===== src/rtl/uart_pkg.sv =====
// Shared UART definitions: receiver FSM states and frame/register geometry.
package uart_pkg;

  localparam int unsigned OVS       = 16;
  localparam int unsigned DATA_BITS = 8;
  localparam int unsigned REG_W     = 32;
  localparam int unsigned OVS_W     = $clog2(OVS);
  localparam int unsigned IDX_W     = $clog2(DATA_BITS);

  typedef enum logic [1:0] {
    IDLE  = 2'd0,
    START = 2'd1,
    DATA  = 2'd2,
    STOP  = 2'd3
  } rx_state_t;

endpackage


===== src/rtl/baud_tick_gen.sv =====
// Free-running divider producing a one-cycle tick every DIV clocks.
module baud_tick_gen #(
  parameter int unsigned DIV = 1
) (
  input  logic clk_i,
  input  logic reset_i,
  output logic tick_c
);

  localparam int unsigned CNT_W = (DIV > 1) ? $clog2(DIV) : 1;

  if (DIV < 1) begin : g_bad_div
    $error("baud_tick_gen: DIV must be at least 1");
  end

  logic [CNT_W-1:0] cnt;

  always_ff @(posedge clk_i or negedge reset_i) begin
    if (!reset_i) begin
      cnt <= '0;
    end else if (cnt == CNT_W'(DIV - 1)) begin
      cnt <= '0;
    end else begin
      cnt <= cnt + CNT_W'(1);
    end
  end

  assign tick_c = (cnt == CNT_W'(DIV - 1));

endmodule


===== src/rtl/uart_rx_ctrl.sv =====
// 8N1 UART receiver with 16x oversampling; delivers each byte as a
// zero-extended write strobe into the data register.
module uart_rx_ctrl
  import uart_pkg::*;
#(
  parameter int unsigned CLK_FREQ_HZ = 10_000_000,
  parameter int unsigned BAUD        = 9600
) (
  input  logic             clk_i,
  input  logic             reset_i,
  input  logic             rx_i,
  output logic [REG_W-1:0] data_o,
  output logic             we_o,
  output logic             busy_o,
  output logic             frame_err_o
);

  localparam int unsigned DIV = CLK_FREQ_HZ / (BAUD * OVS);

  if (DIV < 1) begin : g_bad_div
    $error("uart_rx_ctrl: CLK_FREQ_HZ / (BAUD*16) must be at least 1");
  end

  logic tick_c;

  baud_tick_gen #(.DIV(DIV)) u_tick (
    .clk_i   (clk_i),
    .reset_i (reset_i),
    .tick_c  (tick_c)
  );

  // Two-flop synchronizer plus one history flop for falling-edge detection.
  logic rx_s1, rx_s2, rx_prev;

  always_ff @(posedge clk_i or negedge reset_i) begin
    if (!reset_i) begin
      rx_s1   <= 1'b1;
      rx_s2   <= 1'b1;
      rx_prev <= 1'b1;
    end else begin
      rx_s1   <= rx_i;
      rx_s2   <= rx_s1;
      rx_prev <= rx_s2;
    end
  end

  logic fall_c;
  assign fall_c = rx_prev & ~rx_s2;

  rx_state_t            state, state_d;
  logic [OVS_W-1:0]     tick_cnt, tick_cnt_d;
  logic [IDX_W-1:0]     bit_idx, bit_idx_d;
  logic [DATA_BITS-1:0] shift, shift_d;
  logic [REG_W-1:0]     data_d;
  logic                 we_d, ferr_d;

  always_ff @(posedge clk_i or negedge reset_i) begin
    if (!reset_i) begin
      state       <= IDLE;
      tick_cnt    <= '0;
      bit_idx     <= '0;
      shift       <= '0;
      data_o      <= '0;
      we_o        <= 1'b0;
      frame_err_o <= 1'b0;
      busy_o      <= 1'b0;
    end else begin
      state       <= state_d;
      tick_cnt    <= tick_cnt_d;
      bit_idx     <= bit_idx_d;
      shift       <= shift_d;
      data_o      <= data_d;
      we_o        <= we_d;
      frame_err_o <= ferr_d;
      busy_o      <= (state_d != IDLE);
    end
  end

  always_comb begin
    state_d    = state;
    tick_cnt_d = tick_cnt;
    bit_idx_d  = bit_idx;
    shift_d    = shift;
    data_d     = data_o;
    we_d       = 1'b0;
    ferr_d     = 1'b0;

    unique case (state)
      IDLE: begin
        if (fall_c) begin
          state_d    = START;
          tick_cnt_d = '0;
        end
      end
      START: begin
        if (tick_c) begin
          if (tick_cnt == OVS_W'(OVS / 2 - 1)) begin
            tick_cnt_d = '0;
            bit_idx_d  = '0;
            state_d    = rx_s2 ? IDLE : DATA;
          end else begin
            tick_cnt_d = tick_cnt + OVS_W'(1);
          end
        end
      end
      DATA: begin
        if (tick_c) begin
          if (tick_cnt == OVS_W'(OVS - 1)) begin
            tick_cnt_d = '0;
            shift_d    = {rx_s2, shift[DATA_BITS-1:1]};
            if (bit_idx == IDX_W'(DATA_BITS - 1)) begin
              state_d = STOP;
            end else begin
              bit_idx_d = bit_idx + IDX_W'(1);
            end
          end else begin
            tick_cnt_d = tick_cnt + OVS_W'(1);
          end
        end
      end
      STOP: begin
        if (tick_c) begin
          if (tick_cnt == OVS_W'(OVS - 1)) begin
            tick_cnt_d = '0;
            if (rx_s2) begin
              data_d = REG_W'(shift);
              we_d   = 1'b1;
            end else begin
              ferr_d = 1'b1;
            end
            // An edge coinciding with the exit must start the next frame.
            state_d = fall_c ? START : IDLE;
          end else begin
            tick_cnt_d = tick_cnt + OVS_W'(1);
          end
        end
      end
      default: state_d = IDLE;
    endcase
  end

endmodule


===== config.mk =====
export PLATFORM = sky130hd
export DESIGN_NAME = uart_rx_ctrl
export DESIGN_NICKNAME = d
export VERILOG_FILES = /design/src/rtl/uart_pkg.sv /design/src/rtl/baud_tick_gen.sv /design/src/rtl/uart_rx_ctrl.sv
export SDC_FILE = /design/constraint.sdc
export NUM_CORES = 1
export LEC_CHECK = 0
export ABC_AREA = 1
export ABC_CLOCK_PERIOD_IN_PS = 3100
export CELL_PAD_IN_SITES_DETAIL_PLACEMENT = 1
export CELL_PAD_IN_SITES_GLOBAL_PLACEMENT = 1
export CORE_ASPECT_RATIO = 1.75
export CORE_MARGIN = 5
export CORE_UTILIZATION = 41
export DETAILED_ROUTE_END_ITERATION = 16
export GPL_TIMING_DRIVEN = 0
export PLACE_DENSITY_LB_ADDON = 0.1
export SLEW_MARGIN = 15
export SYNTH_ARGS = -nofsm -noshare
export SYNTH_HDL_FRONTEND = slang
export SYNTH_SLANG_ARGS = --single-unit

===== constraint.sdc =====
create_clock -name clk_i -period 3.1 [get_ports clk_i]
set_input_delay 0.465 -clock clk_i [delete_from_list [all_inputs] [get_ports clk_i]]
set_output_delay 0.465 -clock clk_i [all_outputs]
set_load 0.005 [all_outputs]

==> Word-level counts from Yosys, hierarchy flattened <==
Index checks and enable logic that the tools add are counted.
{ "totals": {"reg_bits": 38, "word_cells": 71, "in_bits": 3, "output_inout_bits": 35} }
{ "classes": {"n_addsub": 3, "n_reduce_logical": 8, "n_eq_ne": 14, "n_bitwise": 2, "n_mux": 32} }
{ "ops": {"columns": ["operator", "n"], "rows": [
  ["4-bit two-way mux", 5],
  ["2-bit two-way mux", 9],
  ["3-bit two-way mux", 5],
  ["2-bit inequality test, second input constant", 6],
  ["4-bit case mux with 3 select lines", 1],
  ["1-bit two-way mux", 9],
  ["2-bit case mux with 4 select lines", 1],
  ["7-bit by 1-bit adder with 7-bit output, second input constant", 1],
  ["7-bit == test, second input constant", 1],
  ["7-bit two-way mux", 1],
  ["3-bit case mux with 2 select lines", 1],
  ["3-bit AND reduction", 2],
  ["6-bit AND reduction", 1],
  ["4-bit by 1-bit adder with 4-bit output, second input constant", 1],
  ["2-bit == test, second input constant", 2],
  ["4-bit by 3-bit == test with 1-bit output, second input constant", 1],
  ["4-bit == test, second input constant", 1],
  ["4-bit AND reduction", 1],
  ["2-bit nonzero test", 2],
  ["3-bit by 1-bit adder with 3-bit output, second input constant", 1],
  ["3-bit == test, second input constant", 1],
  ["2-bit by 1-bit == test with 1-bit output, second input constant", 1],
  ["2-bit logical NOT", 1],
  ["2-bit by 1-bit inequality test with 1-bit output, second input constant", 1],
  ["other kinds (3)", 3]
]} }

==> Longest topological paths before layout <==
Gate-level depths: netlist of the first run.
{ "logic_depth": {"word_depth": 7, "ltp_mapped": 11, "ltp_nobuf": 11} }

==> Hierarchy <==
Synthesis of the first run repeated with hierarchy kept, for this count alone.
{ "unflattened": {"hier_cells": 220, "hier_area_um2": 1960.6} }
{ "by_module_without_submodules": {"columns": ["mod", "seq_area_each_um2", "instances", "cells_per_inst", "area_per_inst_um2"], "rows": [
  ["uart_rx_ctrl", 779.5, 1, 181, 1624.1],
  ["baud_tick_gen", 175.2, 1, 39, 336.6]
]} }

==> Least setup slack after synthesis of the first run <==
Ideal clock, no wire load.
{ "synth_path": {"path_kind": "reg-to-reg", "start": "register u_tick.cnt[0]", "end": "register data_o[0]", "setup_time_ns": 0.123, "path_stages_with_launch": 10, "t_required_ns": 2.977, "synth_period_minus_slack_ns": 1.441, "arrival_time_ns": 1.318, "setup_slack_ns": 1.659, "n_path_buf": 0, "cell_sequence": "dfrtp_1 inv_1 ha_1 nand2_1 inv_1 nand3_4 nor2_8 nand3_4 o21ai_0 nand2_1"} }
{ "synth_between": {"elab_chain_len": 2} }
{ "synth_rtl": {"columns": ["item", "line", "source"], "rows": [
  ["start: declaration", "baud_tick_gen.sv:16", "logic [CNT_W-1:0] cnt;"],
  ["start signal: assignment", "baud_tick_gen.sv:24", "cnt <= cnt + CNT_W'(1);"],
  ["7-bit == test", "baud_tick_gen.sv:28", "assign tick_c = (cnt == CNT_W'(DIV - 1));"],
  ["4-bit AND reduction (no line)", null, null],
  ["end signal: assignment", "uart_rx_ctrl.sv:72", "data_o <= data_d;"],
  ["end: declaration", "uart_rx_ctrl.sv:12", "output logic [REG_W-1:0] data_o,"]
]} }
No other way between the ends.
A chain may end at the register's enable or synchronous reset.

==> Final worst setup path of the first run <==
{ "layout_path": {"start": "register u_tick.cnt[0]", "end": "register data_o[1]"} }
The elaborated chain is that of the path after synthesis.

==> impl_metrics.json, run 1 <==
{
  "status": "complete, no violations",
  "worstPathMaxFanout": 10,
  "synthMuxAreaShare_pct": 0,
  "hp-class": "in -> async",
  "cts_buffers": 5,
  "synthesis.instances": 222,
  "synth.distinct_cells": 28,
  "firstDrtPassIters": 2,
  "r2r-start": "u_tick.cnt[0]",
  "finalSetupViolCount": 0,
  "fin_cells": 319,
  "rows": 33,
  "place_congestion": 0.777,
  "cp_common_cell": "nand2_1",
  "synth_most_common_cell": "nand2_1",
  "die-area_um2": 6240,
  "drtAntennaViolNets": 0,
  "clock_sinks": 38,
  "postSynth.asyncResetShare_pct": 100,
  "via_count": 1464,
  "cpPeakStageDelay_ps": 410,
  "timing.final.crit_share_pct": 55.5,
  "synth_top_family_by_area": "simple AND/OR/NAND/NOR gates",
  "clockBufferDepth": 2,
  "cts_resized": 0,
  "path_cells": "inv_1 > ha_1 > nand2_1 > inv_1 > nand3_4 > nor2_8 > nand3_4 > nor2_8 > nand2_1 > nand2_1",
  "r2r_cells": 10,
  "clk_pin_slew_worst_paths_ps": 80,
  "synthTopCellsByArea": "dfrtp_1 (45%), nand2_1 (11%), buf_4 (9.3%)",
  "critPathSlowestCell": "dfrtp_1",
  "syn_area_um2": 1930,
  "cap_violations": 0,
  "post_cts_buffers": 0,
  "place_inst": 311,
  "grt_pass1_vias": 1657,
  "drive_above_1_share_pct": 18.0,
  "die_h_um": 101,
  "grt_usage_pct": 15.5,
  "drcViolationCount": 0,
  "timing_hold_violations_final": 0,
  "grt_max_degree": 27,
  "core_um2": 4620,
  "max_clock_freq_ghz": 0.581,
  "crit_type": "reg -> reg",
  "finalCriticalPeriod_ps": 1720,
  "place_hpwl_um": 3210,
  "initial_core_util_pct": 41.8,
  "rsz0062_at_grt": "no",
  "wl_per_cell_um": 12.9,
  "worstSkewPairLatency_ps": 290,
  "cts_htree_levels": 2,
  "power_density_nw_per_um2": 390,
  "io_pins": 38,
  "worstPathRequired_ps": 3330,
  "setup_tns_ps": 0,
  "synth-compound-area-share_pct": 7.44,
  "vias_per_cell": 4.59,
  "routed_wl_um": 4120,
  "antenna_found_initial": 0,
  "synth_fa_ha_area_share_pct": 3.24,
  "yosys.area.top_type": "dfrtp_1",
  "ys_seq_elements": 38,
  "ys_seq_area_share_pct": 49.4,
  "synth_top_cell_area_share_pct": 45.3,
  "grt_overflow_total": 0,
  "synth_common_cells": "nand2_1 (57), dfrtp_1 (35), inv_1 (29)",
  "ys.flop_type": "dfrtp_1",
  "r2r_end": "data_o[1]",
  "portBuffers": 13,
  "r2r_slack_ps": 1380,
  "first_iter_violations": 32,
  "critPathLaunchType": "flop",
  "finalClockSkew_ps": 6.45,
  "die_w_um": 61.9,
  "postCtsHoldBufs": 0,
  "ir_worst_vdd_mv": 0.310,
  "syn_to_final_growth_pct": 20.3,
  "avgSynthCellArea_um2": 8.71,
  "cts_tree": "yes",
  "yosysWarnings": 0,
  "grt_pass1_wl_um": 7270,
  "hold_slack_ps": 60.9,
  "nFillCells": 584,
  "cp.arrival_ps": 1950,
  "p_leak_nw": 1.30,
  "root_buffer": "clkbuf_8",
  "synthSimpleGateAreaFrac_pct": 22.7,
  "synth_edf_count": 0,
  "synthXorXnorAreaFrac_pct": 0.906,
  "end_kind": "flop",
  "drv_slew": 0,
  "diodes": 0,
  "finalNetCount": 274
}
## flip-flops by register name (all words and copies together) (netlist names)
register	cells
rx_s1	1
data_o	8
bit_idx	3
state	2
tick_cnt	4
shift	8
we_o	1
rx_prev	1
rx_s2	1
u_tick.cnt	7
frame_err_o	1
busy_o	1
## worst max-delay path: cells and delay by family (launching register included)
family	cells	cell delay, ps
adder cells (fa/ha/maj)	1	140
buffers and inverters	2	180
flip-flops	1	410
AND/OR/NAND/NOR	7	920
## per-stage QoR
step	setup slack, ps	total power, mW	util (%)	area, um2
after global routing	1190	0.950	50.3	2320
after global placement	582	0.555	47.9	2210
after detailed placement	1360	0.558	48.2	2230
after CTS	1330	0.922	50.3	2320
final	1380	0.907	50.3	2320
after floorplan	1660	0.541	-	2020
## where the power goes
part | switching (mW) | internal (mW) | total, mW
sequential | 0.000860 | 0.499 | 0.500
combinational | 0.0255 | 0.0236 | 0.0490
clock | 0.179 | 0.179 | 0.358
total | 0.206 | 0.701 | 0.907
## layout make-up
type / count / area [um2] / share of cell area [%]
flip-flops and latches: 38 / 955 / 41.1
inverters: 30 / 113 / 4.84
clock buffers: 6 / 82.6 / 3.55
well taps: 52 / 65.1 / 2.80
multi-input cells: 150 / 752 / 32.3
repair buffers: 14 / 145 / 6.24
plain buffers: 27 / 200 / 8.61
clock inverters: 2 / 12.5 / 0.538
## cells in the final DEF, fill, tap and decap left out, drive strengths merged, types with 2 or more instances in the layout
master         count
nand2             58
dfrtp             35
inv               30
buf               28
conb              24
o21ai             19
nor2              17
clkdlybuf4s50     12
nand3             10
clkbuf             7
a21oi              6
ha                 5
nand4              3
dfstp              3
xor2               2
## worst max-delay path by stage
stage / from / end / slack [ps]
6_report: u_tick.cnt[0] / data_o[1] / 1380
3_5_place_dp: u_tick.cnt[0] / data_o[1] / 1360
5_1_grt: u_tick.cnt[0] / data_o[0] / 1190
2_1_floorplan: u_tick.cnt[0] / data_o[0] / 1660
3_3_place_gp: reset_i / data_o[1] / 580
4_1_cts: u_tick.cnt[0] / data_o[0] / 1330
## routing by layer
| metal | wire length, um | GRT usage, % | up-vias |
|---|---|---|---|
| li1 | - | - | 725 |
| met1 | 1520 | 16.3 | 708 |
| met2 | 2340 | 28.1 | 23 |
| met3 | 157 | 3.59 | 8 |
| met4 | 99 | 6.21 | 0 |
| met5 | 0 | 0 | - |
## cell families after synthesis
kind of cell,count (synthesis)
xor gates and xnor gates,2
DFF,38
AOI/OAI and AO/OA,27
buffers and inverters,57
other,1
adders and majority gates,5
and+or+nand+nor,92
Power figures use the tool's default switching activity.
==> inputs of run 2 (changes only) <==
ABC_CLOCK_PERIOD_IN_PS = 1700   (was 3100)
CORE_UTILIZATION = 38   (was 41)
clock period = 1.7 ns   (was 3.1 ns; I/O delays follow)
==> run 2 against run 1 <==
Fmax is 9.1% higher. Largest cell class unchanged. Core utilization down 1.0 points. Via count rose by 1.1%. Cell area is 5.4% higher. First-iteration DRC count grew 16%. Flip-flop and latch count did not move. Sequential share of layout area decreased by 2.1 points. Worst hold slack better by 300 ps. Count of clock-buffer cells in the layout is 1 higher. Combinational power grew 87%. Setup slack got worse by 1300 ps. Non-clock buffer count increased by 6.
==> impl_metrics.json, run 2 (synthesized netlist as in run 1, its figures left out) <==
{
  "end_kind": "flop",
  "finalNetCount": 282,
  "drv_slew": 0,
  "grt_max_degree": 30,
  "p_leak_nw": 1.35,
  "drtAntennaViolNets": 0,
  "initial_core_util_pct": 38.8,
  "via_count": 1480,
  "place_hpwl_um": 3070,
  "status": "complete, no violations",
  "final_common_cell": "nand2_1",
  "rsz0062_at_grt": "yes",
  "cts_htree_levels": 2,
  "power_frac_clock_pct": 45.0,
  "firstDrtPassIters": 4,
  "clk_pin_slew_worst_paths_ps": 80,
  "vias_per_cell": 4.50,
  "intPower_mw": 1.43,
  "cap_violations": 0,
  "seq_power_share_pct": 50.0,
  "syn_to_final_growth_pct": 26.7,
  "portBuffers": 13,
  "final_cell_mix": "nand2_1 (55), dfrtp_1 (35), buf_4 (29)",
  "root_buffer": "clkbuf_8",
  "finalSetupViolCount": 0,
  "fin_cells": 329,
  "nFillCells": 629,
  "fin_area_um2": 2450,
  "grt_overflow_total": 0,
  "utilization_pct": 49.2,
  "worstPathRequired_ps": 1930,
  "grt_usage_pct": 14.2,
  "power_density_nw_per_um2": 744,
  "setup_tns_ps": 0,
  "worstSkewPairLatency_ps": 290,
  "rows": 34,
  "antenna_found_initial": 0,
  "io_pins": 38,
  "swShare_pct": 21.4,
  "power_frac_comb_pct": 5.0,
  "clockBufferDepth": 2,
  "max_clock_freq_ghz": 0.634,
  "drcViolationCount": 0,
  "finalCriticalPeriod_ps": 1580,
  "wl_per_cell_um": 13.0,
  "timing_hold_violations_final": 0,
  "multi_input_area_um2": 806,
  "ir_worst_vdd_mv": 0.619,
  "hp-class": "in -> async",
  "final-seq-area_um2": 955,
  "drive_above_1_share_pct": 22.9,
  "dp_slack_ps": -13.4,
  "grt_pass1_wl_um": 7610,
  "cts_tree": "yes",
  "first_iter_violations": 37,
  "place_congestion": 0.743,
  "reg_top3": "data_o: 8 flops, shift: 8 flops, u_tick.cnt: 7 flops",
  "critPathLaunchType": "flop",
  "die_w_um": 63.9,
  "hold_slack_ps": 358,
  "place_inst": 313,
  "crit_type": "reg -> reg",
  "die-area_um2": 6670,
  "timing.final.crit_share_pct": 92.7,
  "clock_sinks": 38,
  "total_switching_power_mw": 0.390,
  "postPlaceCellArea_um2": 2230,
  "die_h_um": 104,
  "diodes": 0,
  "finalWorstSetupSlack_ps": 124,
  "finalClockSkew_ps": 5.60,
  "routed_wl_um": 4290,
  "cp.arrival_ps": 1810,
  "core_um2": 4980,
  "worstPathMaxFanout": 6,
  "p_total_mw": 1.82,
  "cts_buffers": 5,
  "grt_pass1_vias": 1640
}
## run 2: routing by layer
layer,wire length (um),global-route usage (%),up-vias
met5,0,0,-
met2,2450,25.5,19
met4,70,4.90,0
met1,1660,15.9,712
met3,113,3.14,6
li1,-,-,743
## run 2: worst max-delay path: stages (launching register included)
cell,delay [ps]
dfrtp_1,400
inv_2,80
ha_4,130
nand2_4,40
inv_2,60
nand3_4,120
nor2_8,170
nand3_4,170
nor2_4,200
nand2_1,70
nand2_1,60
## run 2: power by group through the flow
stage          clock (mW)  sequential [mW]  combinational (mW)
6_report            0.820            0.911              0.0918
5_1_grt             0.881            0.912               0.106
4_1_cts             0.836            0.912              0.0900
3_5_place_dp            0            0.929              0.0872
3_3_place_gp            0            0.929              0.0830
2_1_floorplan           0            0.929              0.0570
## run 2: final cells by class
class                   count  share of cell area [%]
repair buffers             20                    7.87
multi-input cells         152                    32.9
well taps                  54                    2.76
clock inverters             1                    1.23
clock buffers               7                    3.52
flip-flops and latches     38                    39.0
plain buffers              27                    8.17
inverters                  30                    4.60
## run 2: worst paths after layout
kind	cells past startpoint	endpoint	slack [ps]	startpoint
hold reg to reg	0	rx_s2	360	rx_s1
hold / removal	2	u_tick.cnt[3]	360	reset_i
max in group asynchronous	3	rx_prev	830	reset_i
setup / recovery	10	data_o[5]	120	u_tick.cnt[0]
min in group clk_i	0	rx_s2	360	rx_s1
setup reg to reg	10	data_o[5]	120	u_tick.cnt[0]
## run 2: what timing repair did
| item | 4_1_cts | 5_1_grt |
|---|---|---|
| setup buffers | 2 | 3 |
| pin swaps | 3 | 6 |
| resized for setup | 1 | 14 |
| cloned | 2 | 0 |
| setup endpoints to repair | 8 | 20 |
| endpoints found under the hold margin | 9 | 0 |
| hold buffers | 1 | 0 |
==> inputs of run 3 (changes only) <==
SYNTH_HIERARCHICAL = 1   (was not set)
==> run 3 against run 2 <==
The run now ends with setup timing left. Area after synthesis increased by 1.4%. Clock skew increased by 1.6 ps. Sequential share of layout area decreased by 3.7 points. Setup slack got worse by 210 ps. Flip-flop and latch count unchanged. Critical path depth increased by 2. Critical endpoint is now data_o[3]. Highest routed layer unchanged.
==> impl_metrics.json, run 3 <==
{
  "initial_core_util_pct": 39.4,
  "yosys.area.top_type": "dfrtp_1",
  "portBuffers": 13,
  "place_congestion": 0.772,
  "root_buffer": "clkbuf_8",
  "wl_per_cell_um": 13.7,
  "clk_pin_slew_worst_paths_ps": 80,
  "critPathLaunchType": "flop",
  "ir_worst_vdd_mv": 0.608,
  "max_clock_freq_ghz": 0.561,
  "grt_usage_pct": 13.6,
  "drive_above_1_share_pct": 37.4,
  "total_switching_power_mw": 0.388,
  "min_from": "rx_s1",
  "worstSkewPairLatency_ps": 290,
  "ys_seq_elements": 38,
  "finalClockSkew_ps": 7.24,
  "io_pins": 38,
  "cts_htree_levels": 2,
  "grt_overflow_total": 0,
  "ys_seq_area_share_pct": 48.7,
  "ys.flop_type": "dfrtp_1",
  "synth_most_common_cell": "nand2_1",
  "p_leak_nw": 1.36,
  "clock_sinks": 38,
  "setup_tns_ps": -688,
  "drtAntennaViolNets": 0,
  "synthesis.instances": 220,
  "synth_common_cells": "nand2_1 (53), dfrtp_1 (35), inv_1 (32)",
  "r2r_cells": 12,
  "worstHoldEndpoint": "rx_s2",
  "syn_area_um2": 1960,
  "finalNetCount": 288,
  "synth_top_cell_area_share_pct": 44.7,
  "synth.distinct_cells": 24,
  "worstPathMaxFanout": 6,
  "cts_buffers": 5,
  "cp.arrival_ps": 1970,
  "firstDrtPassIters": 3,
  "rsz0062_at_grt": "yes",
  "place_hpwl_um": 3120,
  "cap_violations": 0,
  "hp-class": "reg -> reg",
  "die-area_um2": 6750,
  "seq_power_share_pct": 54.7,
  "swShare_pct": 23.2,
  "grt_pass1_vias": 1703,
  "die_w_um": 64.3,
  "core_um2": 4980,
  "via_count": 1542,
  "vias_per_cell": 4.60,
  "power_frac_comb_pct": 5.2,
  "final_cell_mix": "buf_4 (35), dfrtp_1 (35), nand2_1 (33)",
  "status": "finished, violations left",
  "finalSetupViolCount": 16,
  "antenna_found_initial": 0,
  "r2r_end": "data_o[3]",
  "die_h_um": 105,
  "drv_slew": 0,
  "timing.final.crit_share_pct": 105,
  "routed_wl_um": 4600,
  "reg_top3": "data_o: 8 flops, shift: 8 flops, u_tick/cnt: 7 flops",
  "r2r_slack_ps": -80,
  "grt_max_degree": 26,
  "synthTopCellsByArea": "dfrtp_1 (45%), nand2_1 (10%), buf_4 (9.2%)",
  "hold_depth": 0,
  "intPower_mw": 1.28,
  "first_iter_violations": 31,
  "drcViolationCount": 0,
  "clockBufferDepth": 2,
  "finalCriticalPeriod_ps": 1780,
  "r2r-start": "u_tick/cnt[0]",
  "power_density_nw_per_um2": 616,
  "violations": "setup timing",
  "avgSynthCellArea_um2": 8.91,
  "nFillCells": 598,
  "end_kind": "flop",
  "grt_pass1_wl_um": 7460,
  "syn_to_final_growth_pct": 38.1,
  "timing_hold_violations_final": 0,
  "crit_type": "reg -> reg",
  "diodes": 0,
  "rows": 34,
  "postSynth.asyncResetShare_pct": 100,
  "synth_edf_count": 0,
  "hold_slack_ps": 366,
  "worstPathRequired_ps": 1890,
  "finalWorstSetupSlack_ps": -82.8,
  "cts_tree": "yes",
  "power_frac_clock_pct": 40.1,
  "utilization_pct": 54.4,
  "yosysWarnings": 6
}
-- run 3: changes by cell type in the layout (fill, tap and decap cells not counted), sizes merged, moves of 2 or more --
cell,previous run,this run
clkinv,0,2
nand3,11,13
a21oi,6,2
buf,33,42
nand3b,1,3
nand4,3,1
o21ai,19,23
nand2,58,54
-- run 3: through the flow --
step | area [um2] | total power [mW] | cells | setup slack [ps]
floorplan | 2070 | 0.984 | 243 | 8.38
global placement | 2270 | 1.01 | 310 | -632
detailed placement | 2280 | 1.01 | 311 | -235
CTS | 2480 | 1.69 | 327 | -66.9
global route | 2710 | 1.74 | 335 | -175
finish | 2710 | 1.67 | 335 | -82.8
-- run 3: cell families (layout without fill, tap and decap cells) --
logic type | count (synthesis) | after routing | share of synthesized area (%)
and+or+nand+nor | 89 | 89 | 20.6
buffers and inverters | 59 | 97 | 16.7
DFF | 38 | 38 | 48.7
AOI/OAI and AO/OA | 25 | 25 | 9.25
adders and majority gates | 5 | 5 | 3.19
xor gates and xnor gates | 3 | 3 | 1.34
other | 1 | 24 | 0.191
-- run 3: how the worst max path moves through the flow --
| stage | startpoint | endpoint | slack, ps | cells after the start |
|---|---|---|---|---|
| floorplan | u_tick/cnt[0] | data_o[6] | 8 | 12 |
| global placement | reset_i | data_o[4] | -630 | 1 |
| detailed placement | u_tick/cnt[0] | data_o[6] | -240 | 12 |
| CTS | u_tick/cnt[0] | data_o[7] | -70 | 12 |
| global route | u_tick/cnt[0] | data_o[3] | -170 | 12 |
| finish | u_tick/cnt[0] | data_o[3] | -80 | 12 |
-- run 3: routing by layer --
layer / GRT usage, % / vias up / wire, um
li1: - / 752 / -
met1: 13.7 / 756 / 1630
met2: 26.4 / 26 / 2790
met3: 2.15 / 8 / 107
met4: 5.24 / 0 / 77
met5: 0 / - / 0
-- run 3: power groups by stage --
stage	combinational (mW)	sequential (mW)	clock, mW
floorplan	0.0542	0.930	0
detailed placement	0.0841	0.930	0
global route	0.101	0.913	0.723
finish	0.0870	0.912	0.669
global placement	0.0788	0.930	0
CTS	0.0857	0.913	0.689
-- run 3: final cells by class --
type | count | area [um2] | share of cell area [%]
repair buffers | 30 | 328 | 12.1
well taps | 54 | 67.6 | 2.50
plain buffers | 27 | 235 | 8.69
flip-flops and latches | 38 | 955 | 35.3
clock inverters | 2 | 12.5 | 0.462
inverters | 32 | 128 | 4.71
multi-input cells | 146 | 900 | 33.2
clock buffers | 6 | 82.6 | 3.05
-- run 3: what timing repair did --
item                                    4_1_cts  5_1_grt
hold endpoints to repair                     10        0
pin swaps                                     3        4
gates cloned                                  0        2
buffers inserted                              7        6
gates resized for setup                       5       41
endpoints found under the setup margin       24       27
hold buffers                                  1        0
-- run 3: worst max-delay path, stage by stage (launching register included) --
cell and delay [ps]:
dfrtp_1 400, inv_2 60, ha_2 150, nand2_1 40
nand3b_1 210, inv_2 90, buf_8 110, inv_4 30
nor2_4 140, nand3_4 150, buf_12 180, nand2_4 50
o21ai_2 50
